### src/rtl/sdram_arbiter.sv
// sdram_arbiter: shares the SDRAM controller command port between the LCD
// line-fetch reader (R) and the pixel writer (W). Fixed-length bursts, reader
// priority, and a forced idle gap between bursts for command turnaround.
// Optional feature macro: ARB_FAIRNESS_EN -- writer anti-starvation; after
// MAX_SKIP consecutive lost arbitrations the writer is granted ahead of R.
module sdram_arbiter #(
  parameter int BURST_LEN  = 8,
  parameter int GAP_CYCLES = 1,
  parameter int MAX_SKIP   = 4
) (
  input  logic        i_Clk,
  input  logic        i_Rst_n,
  input  logic        i_Init_Done,
  input  logic        i_Rd_Req,
  input  logic [21:0] i_Rd_Address,
  output logic        o_Rd_Grant,
  output logic [31:0] o_Rd_Data,
  output logic        o_Rd_Valid,
  output logic        o_Rd_Done,
  input  logic        i_Wr_Req,
  input  logic [21:0] i_Wr_Address,
  input  logic [31:0] i_Wr_Data,
  output logic        o_Wr_Next,
  output logic        o_Wr_Grant,
  output logic        o_Wr_Done,
  output logic [1:0]  o_Command,
  output logic [21:0] o_Data_Address,
  output logic [31:0] o_Data_Write,
  input  logic        i_Data_Write_Done,
  input  logic [31:0] i_Data_Read,
  input  logic        i_Data_Read_Valid
);

  // Controller command encoding shared with the SDRAM controller
  localparam logic [1:0] CMD_IDLE  = 2'b00;
  localparam logic [1:0] CMD_WRITE = 2'b01;
  localparam logic [1:0] CMD_READ  = 2'b10;

  localparam int CW = (BURST_LEN > 1) ? $clog2(BURST_LEN) : 1;
  localparam int GW = (GAP_CYCLES > 1) ? $clog2(GAP_CYCLES) : 1;
  localparam logic [CW-1:0] LAST_WORD = CW'(BURST_LEN - 1);
  localparam logic [GW-1:0] GAP_LAST  = GW'(GAP_CYCLES - 1);

  if (BURST_LEN < 1 || MAX_SKIP < 0) begin : g_param_check
    $error("sdram_arbiter: BURST_LEN must be >= 1 and MAX_SKIP >= 0");
  end

  typedef enum logic [1:0] {
    S_IDLE,
    S_READ,
    S_WRITE,
    S_GAP
  } state_t;

  state_t        state;
  logic [CW-1:0] word_cnt;
  logic [GW-1:0] gap_cnt;

  logic arb_ok;
  logic grant_rd;
  logic grant_wr;
  logic rd_strobe;
  logic wr_strobe;
  logic burst_strobe;

  // Strobes only count while the matching burst owns the controller
  assign rd_strobe    = (state == S_READ)  && i_Data_Read_Valid;
  assign wr_strobe    = (state == S_WRITE) && i_Data_Write_Done;
  assign burst_strobe = rd_strobe || wr_strobe;
  assign arb_ok       = (state == S_IDLE) && i_Init_Done;

  assign o_Wr_Next    = wr_strobe;
  assign o_Data_Write = (state == S_WRITE) ? i_Wr_Data : '0;

`ifdef ARB_FAIRNESS_EN
  localparam int SW = (MAX_SKIP > 0) ? $clog2(MAX_SKIP + 1) : 1;

  logic [SW-1:0] skip_cnt;
  logic          force_wr;

  // Once the writer has lost MAX_SKIP times in a row it wins the next round
  assign force_wr = (skip_cnt >= SW'(MAX_SKIP));
  assign grant_wr = arb_ok && i_Wr_Req && (!i_Rd_Req || force_wr);
  assign grant_rd = arb_ok && i_Rd_Req && !grant_wr;

  // Count reader wins that left a pending writer waiting
  always_ff @(posedge i_Clk or negedge i_Rst_n) begin
    if (!i_Rst_n) begin
      skip_cnt <= '0;
    end else if (grant_wr) begin
      skip_cnt <= '0;
    end else if (grant_rd && i_Wr_Req) begin
      skip_cnt <= skip_cnt + SW'(1);
    end
  end
`else
  assign grant_rd = arb_ok && i_Rd_Req;
  assign grant_wr = arb_ok && i_Wr_Req && !i_Rd_Req;
`endif

  // Burst sequencer: arbitration, word/address counting, gap timing
  always_ff @(posedge i_Clk or negedge i_Rst_n) begin
    if (!i_Rst_n) begin
      state          <= S_IDLE;
      o_Command      <= CMD_IDLE;
      o_Data_Address <= '0;
      word_cnt       <= '0;
      gap_cnt        <= '0;
      o_Rd_Grant     <= 1'b0;
      o_Wr_Grant     <= 1'b0;
      o_Rd_Done      <= 1'b0;
      o_Wr_Done      <= 1'b0;
      o_Rd_Valid     <= 1'b0;
      o_Rd_Data      <= '0;
    end else begin
      o_Rd_Done  <= 1'b0;
      o_Wr_Done  <= 1'b0;
      o_Rd_Valid <= rd_strobe;
      if (rd_strobe) begin
        o_Rd_Data <= i_Data_Read;
      end

      case (state)
        S_IDLE: begin
          if (grant_rd) begin
            state          <= S_READ;
            o_Command      <= CMD_READ;
            o_Rd_Grant     <= 1'b1;
            o_Data_Address <= i_Rd_Address;
            word_cnt       <= '0;
          end else if (grant_wr) begin
            state          <= S_WRITE;
            o_Command      <= CMD_WRITE;
            o_Wr_Grant     <= 1'b1;
            o_Data_Address <= i_Wr_Address;
            word_cnt       <= '0;
          end
        end

        S_READ, S_WRITE: begin
          if (burst_strobe) begin
            o_Data_Address <= o_Data_Address + 22'd1;
            word_cnt       <= word_cnt + CW'(1);
            if (word_cnt == LAST_WORD) begin
              o_Command  <= CMD_IDLE;
              o_Rd_Grant <= 1'b0;
              o_Wr_Grant <= 1'b0;
              o_Rd_Done  <= (state == S_READ);
              o_Wr_Done  <= (state == S_WRITE);
              gap_cnt    <= '0;
              state      <= (GAP_CYCLES == 0) ? S_IDLE : S_GAP;
            end
          end
        end

        S_GAP: begin
          if (gap_cnt == GAP_LAST) begin
            state <= S_IDLE;
          end else begin
            gap_cnt <= gap_cnt + GW'(1);
          end
        end

        default: state <= S_IDLE;
      endcase
    end
  end

endmodule

### config.mk
export PLATFORM = sky130hd
export DESIGN_NAME = sdram_arbiter
export DESIGN_NICKNAME = d
export VERILOG_FILES = /design/src/rtl/sdram_arbiter.sv
export SDC_FILE = /design/constraint.sdc
export NUM_CORES = 1
export LEC_CHECK = 0
export CORE_MARGIN = 8
export CORE_UTILIZATION = 43
export CTS_BUF_LIST = sky130_fd_sc_hd__clkbuf_2 sky130_fd_sc_hd__clkbuf_4 sky130_fd_sc_hd__clkbuf_8
export DETAILED_ROUTE_END_ITERATION = 10
export PLACE_DENSITY = 0.88
export REMOVE_ABC_BUFFERS = 1
export SLEW_MARGIN = 20
export SYNTH_ARGS = -nofsm -noshare
export SYNTH_HDL_FRONTEND = slang
export SYNTH_SLANG_ARGS = --single-unit
### constraint.sdc
create_clock -name i_Clk -period 6.3 [get_ports i_Clk]
set_input_delay 0.945 -clock i_Clk [delete_from_list [all_inputs] [get_ports i_Clk]]
set_output_delay 0.945 -clock i_Clk [all_outputs]
set_load 0.05 [all_outputs]
# Yosys cells after proc, flatten, opt, wreduce, memory -nomap -nowiden
# Index checks and enable logic that the tools add are counted.
# Widths: inputs -> output; s select.
# totals
elab_cells	78
out_inout_bits	94
register_bits	67
inputBits	115
# classes
addsub	3
n_eq_ne	11
mux	35
n_reduce_logical	18
# op_table
operator	n
$mux 22	3
$pmux 22 s2	1
$mux 32	1
$add 22x1->22 const B	1
$mux 2	9
$mux 1	12
$ne 2x2->1 const B	6
$reduce_and 4->1	3
$mux 3	3
$logic_and 1x1->1	6
$pmux 1 s2	3
$pmux 2 s3	1
$pmux 3 s2	1
$reduce_and 3->1	2
$reduce_and 5->1	1
$eq 2x2->1 const B	2
$pmux 2 s2	1
$reduce_bool 2->1	2
$add 3x1->3 const B	1
$eq 3x3->1 const B	1
$ne 3x3->1 const B	1
$eq 2x1->1 const B	1
$logic_not 2->1	1
$reduce_or 2->1	1
other kinds (3)	3

# Depth between registers and ports, before layout
# depth
word_depth	7
ltp_mapped	8
depth_no_buf	6

# Worst setup path after synthesis
# OpenSTA, ideal clock, no wires.
# synth_timing
path_type	input to output
start	in i_Wr_Data[0]
end	out o_Data_Write[0]
t_required_ns	5.355
arrival_time_ns	1.357
path_slack_ns	3.998
stages	1
path_buffers	0
cell_sequence	and2_1
# synth_via
elab_chain_cells	1
# synth_lines
item	line	text
from (decl)	22	input logic [31:0] i_Wr_Data,
$mux 32	73	assign o_Data_Write = (state == S_WRITE) ? i_Wr_Data : '0;
to (decl)	28	output logic [31:0] o_Data_Write,
# Every way passes these cells.

# Final worst setup path
# layout_timing
start	reg state[0]
end	out o_Data_Write[20]
# layout_via
elab_chain_cells	2
# layout_lines
item	line	text
from (decl)	55	state_t state;
from (signal assigned)	151	state <= (GAP_CYCLES == 0) ? S_IDLE : S_GAP;
$eq 2x2->1	73	
$mux 32	73	
# Every way passes these cells.

==> impl_metrics.env <==
export IMPL_fin_crit_sh_pct=55.81
export IMPL_p_leak_nw=2.528
export IMPL_path_class="register to output port"
export IMPL_worstPathArrival_ps=2570
export IMPL_fp_dieW_microns=109.5
export IMPL_antenna_found_initial=0
export IMPL_yosysMostFrequentCell="dfrtp_1"
export IMPL_ys_warnings_count=0
export IMPL_synth_seq_area_share_pct=43.91
export IMPL_grt_use_total_pct=20.30
export IMPL_start_util_pct=43.77
export IMPL_dr_pass1_iters=4
export IMPL_hold_viol=0
export IMPL_totalWireLength_microns=12730
export IMPL_rsz0062_at_grt="no"
export IMPL_clockBufferDepth=2
export IMPL_placed_area_sq_um=5901
export IMPL_worstMarginPinSlew_ps=943.2
export IMPL_fmax_mhz=284.4
export IMPL_htreeDepth=3
export IMPL_hold_slack_ps=478.4
export IMPL_cp_start_kind="register"
export IMPL_cp_max_fo=35
export IMPL_grt_pass1_wl_microns=19310
export IMPL_nFillCells=634
export IMPL_synth_area_leaders="dfrtp_1, mux2_2, and2_1, nand2_1, o22ai_1"
export IMPL_wire_per_inst_microns=18.64
export IMPL_clock_sinks=66
export IMPL_finalSetupTns_ps=0
export IMPL_nets=691
export IMPL_rr_worst_depth=6
export IMPL_place_ws_ps=2983
export IMPL_portBuffers=208
export IMPL_cts_tree="done"
export IMPL_drtIter0Drc=259
export IMPL_yosys_top_cells_count="dfrtp_1, mux2_2, and2_1"
export IMPL_cts_clk_slew_worst_paths_ps=70
export IMPL_relSlewSlack_pct=37.07
export IMPL_crit_required_ps=5350
export IMPL_status="finished clean"
export IMPL_p_per_area_nw_per_um2=566.7
export IMPL_syn_area_per_cell_sq_um=10.11
export IMPL_via_per_inst=5.546
export IMPL_ys_flop_type="dfrtp_1"
export IMPL_diodes=0
export IMPL_timing_final_ws_setup_ps=2784
export IMPL_synth_top_area_share_pct=43.91
export IMPL_post_cts_buffers=0
export IMPL_hold_buffers=0
export IMPL_hpwl_microns=9833
export IMPL_stdcell_area_sq_um=6105
export IMPL_gp_congestion=0.8216
export IMPL_period_minus_slack_ps=3516
export IMPL_rows=34
export IMPL_synth_edf_count=0
export IMPL_clk_latency_ps=330
export IMPL_synth_seq_cells=66
export IMPL_core_area_sq_um=8593
export IMPL_slew_violations=0
export IMPL_num_io_pins=209
export IMPL_grt_max_degree=67
export IMPL_synthCells=372
export IMPL_ant_nets=0
export IMPL_cts_root_buf="clkbuf_8"
export IMPL_fin_skew_ps=10.36
export IMPL_route_detailed_drc=0
export IMPL_first_global_vias=3858
export IMPL_num_vias=3788
export IMPL_async_reset_ff_share_pct=100.0
export IMPL_ir_worst_vdd_mv=0.3166
export IMPL_syn_area_sq_um=3761
export IMPL_die_area_sq_um=12000
export IMPL_synth_cell_types=53
export IMPL_crit_path_end_kind="output port"
export IMPL_cts_buffers=9
export IMPL_area_delta_synth_final_pct=62.31
export IMPL_min_path_type="register to register"
export IMPL_ctsResizeCount=0
export IMPL_min_path_cells=2
export IMPL_dieHeight_microns=109.5
export IMPL_synth_top_area_cell="dfrtp_1"
export IMPL_setup_viol=0
export IMPL_layout_drive_gt1_share_pct=13.39
export IMPL_overflow=0
export IMPL_cap_violations=0
[flip-flops by register name, summed over array words and instances, names as in the netlist]
| name | cells |
|---|---|
| o_Data_Address | 22 |
| o_Wr_Grant | 1 |
| o_Rd_Valid | 1 |
| o_Rd_Data | 32 |
| state | 2 |
| o_Wr_Done | 1 |
| o_Rd_Done | 1 |
| word_cnt | 3 |
| o_Rd_Grant | 1 |
| o_Command | 2 |
[layout by cell type, fill, tap and decap left out, types with 3 or more instances in the layout]
master / netlist / final
o21ai_0: 11 / 11
nor3b_1: 3 / 3
clkinv_4: 0 / 3
dfrtp_1: 66 / 66
o22ai_1: 13 / 13
o21bai_1: 3 / 3
nand3_1: 12 / 12
nor2_1: 8 / 8
buf_4: 1 / 5
clkdlybuf4s50_1: 0 / 207
ha_1: 6 / 6
inv_1: 13 / 13
a21oi_1: 13 / 13
mux2_2: 48 / 48
clkbuf_8: 0 / 10
a211oi_1: 5 / 5
nor4_1: 10 / 10
a22o_1: 3 / 3
and3_1: 3 / 3
mux2i_1: 8 / 8
a21o_1: 3 / 3
nand2_1: 31 / 31
a32o_1: 3 / 3
nor3_1: 5 / 5
nand4_1: 9 / 9
and2_1: 35 / 35
or4_1: 3 / 3
[kinds of logic after synthesis]
logic type	count (synthesis)	share of synthesized area (%)
buffers and inverters	39	4.225
adders and majority gates	6	1.996
muxes	56	16.50
DFF	66	43.91
and+or+nand+nor	128	18.66
AOI/OAI and AO/OA	77	14.70
[metrics by stage]
stage	total power [W]	util [%]	std cells
after floorplan	0.002299	-	346
after global placement	0.003039	68.67	667
after detailed placement	0.003103	68.67	667
after CTS	0.003471	71.04	683
after global routing	0.003636	71.04	683
final	0.003459	71.04	683
[where the power goes]
group | switching [W] | total [W] | internal [W]
Combinational | 0.00144 | 0.00228 | 0.000841
Clock | 0.000167 | 0.000361 | 0.000194
Sequential | 0.000185 | 0.000814 | 0.000629
[final timing paths]
| kind | start | to | slack [ps] |
|---|---|---|---|
| max | state[0]$_DFFE_PN0P_ | o_Data_Write[20] | 2780 |
| min | word_cnt[2]$_DFFE_PN0P_ | word_cnt[2]$_DFFE_PN0P_ | 480 |
| max reg2reg | state[0]$_DFFE_PN0P_ | o_Data_Address[6]$_DFFE_PN0P_ | 3260 |
| min reg2reg | word_cnt[2]$_DFFE_PN0P_ | word_cnt[2]$_DFFE_PN0P_ | 480 |
| max in group asynchronous | i_Rst_n | word_cnt[0]$_DFFE_PN0P_ | 4910 |
| min in group asynchronous | i_Rst_n | o_Rd_Data[8]$_DFFE_PN0P_ | 810 |
[per-layer routing]
layer	track usage, %	share of wire, %	vias to the layer above
met4	8.293	2.1	0
met1	22.37	37	1813
met5	0	0	-
li1	-	-	1766
met3	5.100	9.6	24
met2	36.43	52	185
[layout make-up]
cell class / instances / area [sq um] / share of cell area (%)
clock buffers: 10 / 137.6 / 2.255
clock inverters: 6 / 66.31 / 1.086
inverters: 13 / 48.80 / 0.7993
multi-input cells: 267 / 1951 / 31.95
flip-flops and latches: 66 / 1652 / 27.05
well taps: 108 / 135.1 / 2.214
repair buffers: 213 / 2115 / 34.64
[worst max-delay path, cell delays in order (launching register included)]
cell,delay [ps]
dfrtp_1,410
inv_1,100
ha_1,670
and2_1,240
clkdlybuf4s50_1,820
No activity file was read; power rests on OpenSTA's default activity.
